`src/rtl/uart_pkg.sv`:
```
// Shared UART definitions: FSM state encoding, line levels and baud math.
// The receiver imports this too, so both ends derive CLKS_PER_BIT identically.
package uart_pkg;

    typedef enum logic [2:0] {
        S_IDLE      = 3'd0,
        S_FETCH     = 3'd1,
        S_LOAD      = 3'd2,
        S_START_BIT = 3'd3,
        S_DATA_BITS = 3'd4,
        S_STOP_BIT  = 3'd5,
        S_DONE      = 3'd6
    } state_t;

    localparam logic LINE_IDLE  = 1'b1;
    localparam logic LINE_START = 1'b0;
    localparam logic LINE_STOP  = 1'b1;

    // Integer division; the caller must keep the result >= 2.
    function automatic int clksPerBit(input int clkFreq, input int baud);
        return clkFreq / baud;
    endfunction

endpackage

```
`src/rtl/uart_mem_sender_if.sv`:
```
// Sample-memory read port: address + read strobe out, data back one cycle later.
interface uart_mem_sender_if #(
    parameter int ADDR_WIDTH = 8
);
    logic [ADDR_WIDTH-1:0] oMemAddr;
    logic                  oMemRead;
    logic [7:0]            iMemData;

    modport master (output oMemAddr, output oMemRead, input iMemData);
    modport slave  (input oMemAddr, input oMemRead, output iMemData);
endinterface

```
`src/rtl/baud_tick_gen.sv`:
```
// Bit-period timer: counts 0..CLKS_PER_BIT-1 and flags the last cycle of each bit.
// Holding iRestart keeps the count at 0, so every bit starts with a fresh phase.
module baud_tick_gen #(
    parameter int CLKS_PER_BIT = 434
) (
    input  logic iClock,
    input  logic iReset,
    input  logic iRestart,
    output logic oTick
);
    localparam int CW = (CLKS_PER_BIT > 1) ? $clog2(CLKS_PER_BIT) : 1;
    localparam logic [CW-1:0] LAST = CW'(CLKS_PER_BIT - 1);

    logic [CW-1:0] count;

    // Free-running bit counter, wrapping on the terminal count.
    always_ff @(posedge iClock or negedge iReset) begin
        if (!iReset) begin
            count <= '0;
        end else if (iRestart || count == LAST) begin
            count <= '0;
        end else begin
            count <= count + CW'(1);
        end
    end

    assign oTick = !iRestart && (count == LAST);
endmodule

```
`src/rtl/uart_mem_sender.sv`:
```
// Reads iLength bytes from sample memory starting at address 0 and sends them
// 8N1, LSB first, then pulses oSendingDone for the top-level sequencer.
//
// state       | meaning
// ------------+---------------------------------------------------
// IDLE        | line high, waiting for iStart
// FETCH       | read strobe issued for current address
// LOAD        | memory data captured into shift register
// START_BIT   | line low for one bit period
// DATA_BITS   | shift register bit 0 on line, 8 bit periods
// STOP_BIT    | line high for one bit period, then next byte or done
// DONE        | one-cycle completion pulse
module uart_mem_sender
    import uart_pkg::*;
#(
    parameter int CLK_FREQ     = 50000000,
    parameter int BAUD         = 115200,
    parameter int CLKS_PER_BIT = clksPerBit(CLK_FREQ, BAUD),
    parameter int ADDR_WIDTH   = 8
) (
    input  logic                  iClock,
    input  logic                  iReset,
    input  logic                  iStart,
    input  logic [ADDR_WIDTH:0]   iLength,
    uart_mem_sender_if.master     memBus,
    output logic                  oTx,
    output logic                  oBusy,
    output logic                  oSendingDone
);
    state_t                state;
    logic [ADDR_WIDTH:0]   remaining;
    logic [ADDR_WIDTH-1:0] memAddr;
    logic                  memRead;
    logic [7:0]            shiftReg;
    logic [2:0]            bitIdx;
    logic                  tick;
    logic                  restart;

    // Baud timer only runs while a bit is on the line.
    assign restart = !(state == S_START_BIT || state == S_DATA_BITS || state == S_STOP_BIT);

    baud_tick_gen #(
        .CLKS_PER_BIT(CLKS_PER_BIT)
    ) uBaud (
        .iClock  (iClock),
        .iReset  (iReset),
        .iRestart(restart),
        .oTick   (tick)
    );

    assign memBus.oMemAddr = memAddr;
    assign memBus.oMemRead = memRead;

    // Sequencer; every output is set together with the state it belongs to.
    always_ff @(posedge iClock or negedge iReset) begin
        if (!iReset) begin
            state        <= S_IDLE;
            remaining    <= '0;
            memAddr      <= '0;
            memRead      <= 1'b0;
            shiftReg     <= '0;
            bitIdx       <= '0;
            oTx          <= LINE_IDLE;
            oBusy        <= 1'b0;
            oSendingDone <= 1'b0;
        end else begin
            memRead      <= 1'b0;
            oSendingDone <= 1'b0;
            case (state)
                S_IDLE: begin
                    oTx <= LINE_IDLE;
                    if (iStart) begin
                        remaining <= iLength;
                        memAddr   <= '0;
                        oBusy     <= 1'b1;
                        if (iLength == '0) begin
                            state        <= S_DONE;
                            oSendingDone <= 1'b1;
                        end else begin
                            state   <= S_FETCH;
                            memRead <= 1'b1;
                        end
                    end
                end
                S_FETCH: begin
                    state <= S_LOAD;
                end
                S_LOAD: begin
                    shiftReg <= memBus.iMemData;
                    oTx      <= LINE_START;
                    state    <= S_START_BIT;
                end
                S_START_BIT: begin
                    if (tick) begin
                        bitIdx <= '0;
                        oTx    <= shiftReg[0];
                        state  <= S_DATA_BITS;
                    end
                end
                S_DATA_BITS: begin
                    if (tick) begin
                        if (bitIdx == 3'd7) begin
                            oTx   <= LINE_STOP;
                            state <= S_STOP_BIT;
                        end else begin
                            bitIdx   <= bitIdx + 3'd1;
                            shiftReg <= shiftReg >> 1;
                            oTx      <= shiftReg[1];
                        end
                    end
                end
                S_STOP_BIT: begin
                    if (tick) begin
                        remaining <= remaining - (ADDR_WIDTH + 1)'(1);
                        memAddr   <= memAddr + ADDR_WIDTH'(1);
                        if (remaining == (ADDR_WIDTH + 1)'(1)) begin
                            state        <= S_DONE;
                            oSendingDone <= 1'b1;
                        end else begin
                            state   <= S_FETCH;
                            memRead <= 1'b1;
                        end
                    end
                end
                S_DONE: begin
                    oBusy <= 1'b0;
                    state <= S_IDLE;
                end
                default: begin
                    oTx   <= LINE_IDLE;
                    oBusy <= 1'b0;
                    state <= S_IDLE;
                end
            endcase
        end
    end
endmodule

```
`src/flat_wrapper.sv`:
```
// flat-port wrapper written by rule: the top's interface ports become plain ports
module uart_mem_sender_flat import uart_pkg::*;
#(
    parameter int CLK_FREQ     = 50000000,
    parameter int BAUD         = 115200,
    parameter int CLKS_PER_BIT = clksPerBit(CLK_FREQ, BAUD),
    parameter int ADDR_WIDTH   = 8
)
  (iClock, iReset, iStart, iLength, oTx, oBusy, oSendingDone, memBus_oMemAddr, memBus_oMemRead, memBus_iMemData);
  uart_mem_sender_if #(.ADDR_WIDTH(ADDR_WIDTH)) memBus_i ();
  input  logic iClock;
  input  logic iReset;
  input  logic iStart;
  input  logic [ADDR_WIDTH:0] iLength;
  output logic oTx;
  output logic oBusy;
  output logic oSendingDone;
  output wire logic [$bits(memBus_i.oMemAddr)-1:0] memBus_oMemAddr;
  output wire logic [$bits(memBus_i.oMemRead)-1:0] memBus_oMemRead;
  input wire logic [$bits(memBus_i.iMemData)-1:0] memBus_iMemData;
  assign memBus_oMemAddr = memBus_i.oMemAddr;
  assign memBus_oMemRead = memBus_i.oMemRead;
  assign memBus_i.iMemData = memBus_iMemData;
  uart_mem_sender #(.CLK_FREQ(CLK_FREQ), .BAUD(BAUD), .CLKS_PER_BIT(CLKS_PER_BIT), .ADDR_WIDTH(ADDR_WIDTH)) u_core (.iClock(iClock), .iReset(iReset), .iStart(iStart), .iLength(iLength), .memBus(memBus_i), .oTx(oTx), .oBusy(oBusy), .oSendingDone(oSendingDone));
endmodule
```
`config.mk`:
```
export PLATFORM = sky130hd
export DESIGN_NAME = uart_mem_sender_flat
export DESIGN_NICKNAME = d
export VERILOG_FILES = /design/src/rtl/uart_pkg.sv /design/src/rtl/uart_mem_sender_if.sv /design/src/rtl/baud_tick_gen.sv /design/src/rtl/uart_mem_sender.sv /design/src/flat_wrapper.sv
export SDC_FILE = /design/constraint.sdc
export NUM_CORES = 1
export LEC_CHECK = 0
export ABC_CLOCK_PERIOD_IN_PS = 4100
export CORE_MARGIN = 2
export CORE_UTILIZATION = 60
export DETAILED_ROUTE_END_ITERATION = 12
export MAX_ROUTING_LAYER = met4
export PLACE_DENSITY_LB_ADDON = 0.2
export SETUP_SLACK_MARGIN = 0.4
export SYNTH_ARGS = -nofsm -noshare
export SYNTH_HDL_FRONTEND = slang
export SYNTH_HIERARCHICAL = 1
export SYNTH_SLANG_ARGS = --single-unit
```
`constraint.sdc`:
```
create_clock -name iClock -period 4.1 [get_ports iClock]
set_clock_uncertainty 0.1 [all_clocks]
set_input_delay 0.41 -clock iClock [delete_from_list [all_inputs] [get_ports iClock]]
set_output_delay 0.41 -clock iClock [all_outputs]
set_load 0.01 [all_outputs]
```
==> impl_metrics.ini <==
[status]
status = finished, final reports clean

[logic_synthesis]
synth_top_cell_area_share_pct = 42.2
netlist_area_um2 = 2550
synth_cell_type_count = 58
synth_compound_area_share_pct = 23.2
synth_top_area_cell = dfrtp_1
ys_seq_elements = 44
synth_enable_flop_cells = 0
synth_top_family_by_area = compound AO/OA/AOI/OAI gates
synth_ff_type = dfrtp_1
yosys_warnings = 6
synthTopCellsByArea = dfrtp_1, a21oi_1, o21ai_0
yosys-mux-area-fraction_pct = 2.75
syn_nets = 308
avgSynthCellArea_um2 = 9.07
synth_xor_area_share_pct = 1.37
synthArstFlopShare_pct = 100
yosys.area_share.simple_pct = 21.2
synth_seq_area_share_pct = 43.2
synthAdderAreaFrac_pct = 3.43
netlist_instances = 281

[detailed_routing]
vias = 2268
vias_per_cell = 6.30
detail-route-antenna-nets = 0
drt_iter0_drc = 189
drc = 0
wire_per_inst_um = 15.4
drt-total-wl_um = 5550
firstDrtPassIters = 4

[setup_path]
crit_required_ns = 4.21
critPathArrivalTime_ns = 3.34
path_class = reg2reg
rrSetupSlack_ns = 0.86
endpoint_kind = flip-flop
critPathLaunch = u_core/state[0]$_DFFE_PN0P_
rr_startpoint = u_core/state[0]$_DFFE_PN0P_
crit_path_max_fanout = 17
cp-start-kind = flip-flop

[final_layout]
seq_area_um2 = 1100
fin_nets = 336
layout-area-overhead-vs-synth_pct = 17.5
fillers = 302
num_antenna_cells = 0
final_util_pct = 73.9
multi_input_area_um2 = 1330
final_layout_size_suffix_gt1_share_pct = 7.42

[sta]
worst_slew_pin_slew_ns = 0.958
rsz0062_at_grt = no
hold_violations = 0
slew_headroom_pct = 36.1
hold_ws_ns = 0.159
setup_ws_ns = 0.865
setup_viol = 0
period_share_pct = 78.9
drv_slew = 0
fmax_mhz = 309
fin_tns_setup_ns = 0
fin_crit_ns = 3.24

[clock_tree]
cts_tree = built
clkTransAtPathRegs_ns = 0.09
clock_path_buffers = 2
post_cts_buffers = 0
cts_root_buffer = clkbuf_8
cts_buffers = 5
clk_latency_ns = 0.31
hold_buffers = 0
htree_levels = 2
post_cts_resized = 0
cts.sinks = 44

[placed_design]
place_ws_ns = 1.01
place_congestion = 0.863
hpwl_um = 3920
port_buffers = 31

[die]
coreArea_um2 = 4060
die_area_um2 = 4790
rows = 23
start_util_pct = 62.8
die_w_um = 69.2
die_y_um = 69.2
io_pins = 32

[power_and_ir_drop]
leakagePower_nw = 1.21
p_seq_share_pct = 40.9
ir_worst_vdd_v = 0.000292
pwr-share-comb_pct = 40.3
pwr-share-clk_pct = 18.8
p_sw_mw = 0.617
total_power_mw = 1.60
power.internal_mw = 0.979
power-per-cell-area_nw_per_um2 = 533
swShare_pct = 38.7

[global_route]
grt_util_all_layers_pct = 25.0
grt_pass1_wl_um = 9520
grt-ovfl-total = 0
grt_pass1_vias = 2046
grt_max_degree = 45
antenna_found_initial = 0

[flow_run]
maxCapViolations = 0

[worst_hold_path]
worst_hold_path_type = in2async
==> synth_stat cells, types with 3 or more instances <==
cell / number
or4_1: 5
clkbuf_1: 13
dfrtp_1: 43
nor3_1: 3
a2bb2oi_1: 4
a31oi_1: 5
ha_1: 7
o32ai_1: 3
a21oi_1: 24
o211ai_1: 4
nand3_1: 14
nor2b_1: 3
inv_1: 15
o22ai_1: 3
mux2i_1: 7
nor2_1: 27
nand2_1: 19
o21ai_0: 22
or3_1: 6
a32o_1: 3
nand4_1: 4
==> state kept, by name, indices dropped and copies added (netlist names) <==
signal                  cells
u_core/shiftReg             8
u_core/uBaud/count          9
u_core/memBus.oMemAddr      8
u_core/state                3
u_core/memBus.oMemRead      1
u_core/bitIdx               3
u_core/oBusy                1
u_core/oTx                  1
u_core/remaining            9
u_core/oSendingDone         1
==> area by class of cell <==
class / count / share of cell area, %
sequential: 44 / 36.8
multi-input combinational: 207 / 44.5
clock buffer: 8 / 3.34
inverter: 15 / 1.88
tap: 50 / 2.09
timing repair buffer: 36 / 11.4
==> critical path, stage by stage (launching register included) <==
cell     delay, ns
dfrtp_1       0.33
buf_4         0.20
nand2_1       0.10
nor2_1        0.19
nor2_1        0.16
nor4_2        0.66
nand3_1       0.24
a21oi_1       0.73
o21ai_0       0.23
a22oi_1       0.20
==> power by group through the flow <==
stage	clock [mW]	combinational, mW	sequential, mW
finish	0.299	0.643	0.654
global route	0.333	0.723	0.671
CTS	0.310	0.642	0.653
detailed placement	0	0.637	0.661
global placement	0	0.608	0.657
floorplan	0	0.456	0.649
==> through the flow <==
step	area, µm²	cells
final	3000	360
after global routing	3000	360
after CTS	3000	360
after detailed placement	2900	352
after global placement	2900	352
after floorplan	2550	281
==> kinds of logic after synthesis <==
family                   after synthesis
AO/OA/AOI/OAI                         89
buffers and inverters                 30
flip-flops                            44
multiplexers                           7
XOR/XNOR                               4
adder cells (fa/ha/maj)                7
AND/OR/NAND/NOR                      100
==> cell usage in the layout (no fill, tap or decap), types with 3 or more instances in the layout <==
| master | Yosys | final |
|---|---|---|
| a21oi_1 | 24 | 24 |
| a2bb2oi_1 | 4 | 4 |
| a31oi_1 | 5 | 5 |
| a32o_1 | 3 | 3 |
| buf_4 | 0 | 5 |
| clkbuf_8 | 0 | 7 |
| clkdlybuf4s50_1 | 0 | 30 |
| dfrtp_1 | 43 | 43 |
| ha_1 | 7 | 7 |
| inv_1 | 15 | 15 |
| mux2i_1 | 7 | 7 |
| nand2_1 | 19 | 19 |
| nand3_1 | 14 | 14 |
| nand4_1 | 4 | 4 |
| nor2_1 | 27 | 27 |
| nor2b_1 | 3 | 3 |
| nor3_1 | 3 | 3 |
| o211ai_1 | 4 | 4 |
| o21ai_0 | 22 | 22 |
| o22ai_1 | 3 | 3 |
| o32ai_1 | 3 | 3 |
| or3_1 | 6 | 6 |
| or4_1 | 5 | 5 |
==> final timing paths <==
| check | to | cells after the start |
|---|---|---|
| min in group iClock | u_core/bitIdx[1]$_DFFE_PN0P_ | 1 |
| max reg2reg | u_core/remaining[2]$_DFFE_PN0P_ | 9 |
| max in group asynchronous | u_core/shiftReg[6]$_DFFE_PN0P_ | 1 |
| max | u_core/remaining[2]$_DFFE_PN0P_ | 9 |
| min reg2reg | u_core/bitIdx[1]$_DFFE_PN0P_ | 1 |
| min | u_core/remaining[4]$_DFFE_PN0P_ | 1 |
==> per-layer routing <==
metal | wire (µm) | up-vias | share of wire [%] | track usage [%]
met5 | 0 | - | 0 | -
li1 | - | 1104 | - | -
met3 | 252 | 4 | 4.5 | 5.96
met2 | 2680 | 59 | 48 | 38.2
met4 | 42 | 0 | 0.76 | 7.19
met1 | 2580 | 1101 | 46 | 33.4
No activity file was read; power rests on OpenSTA's default activity.
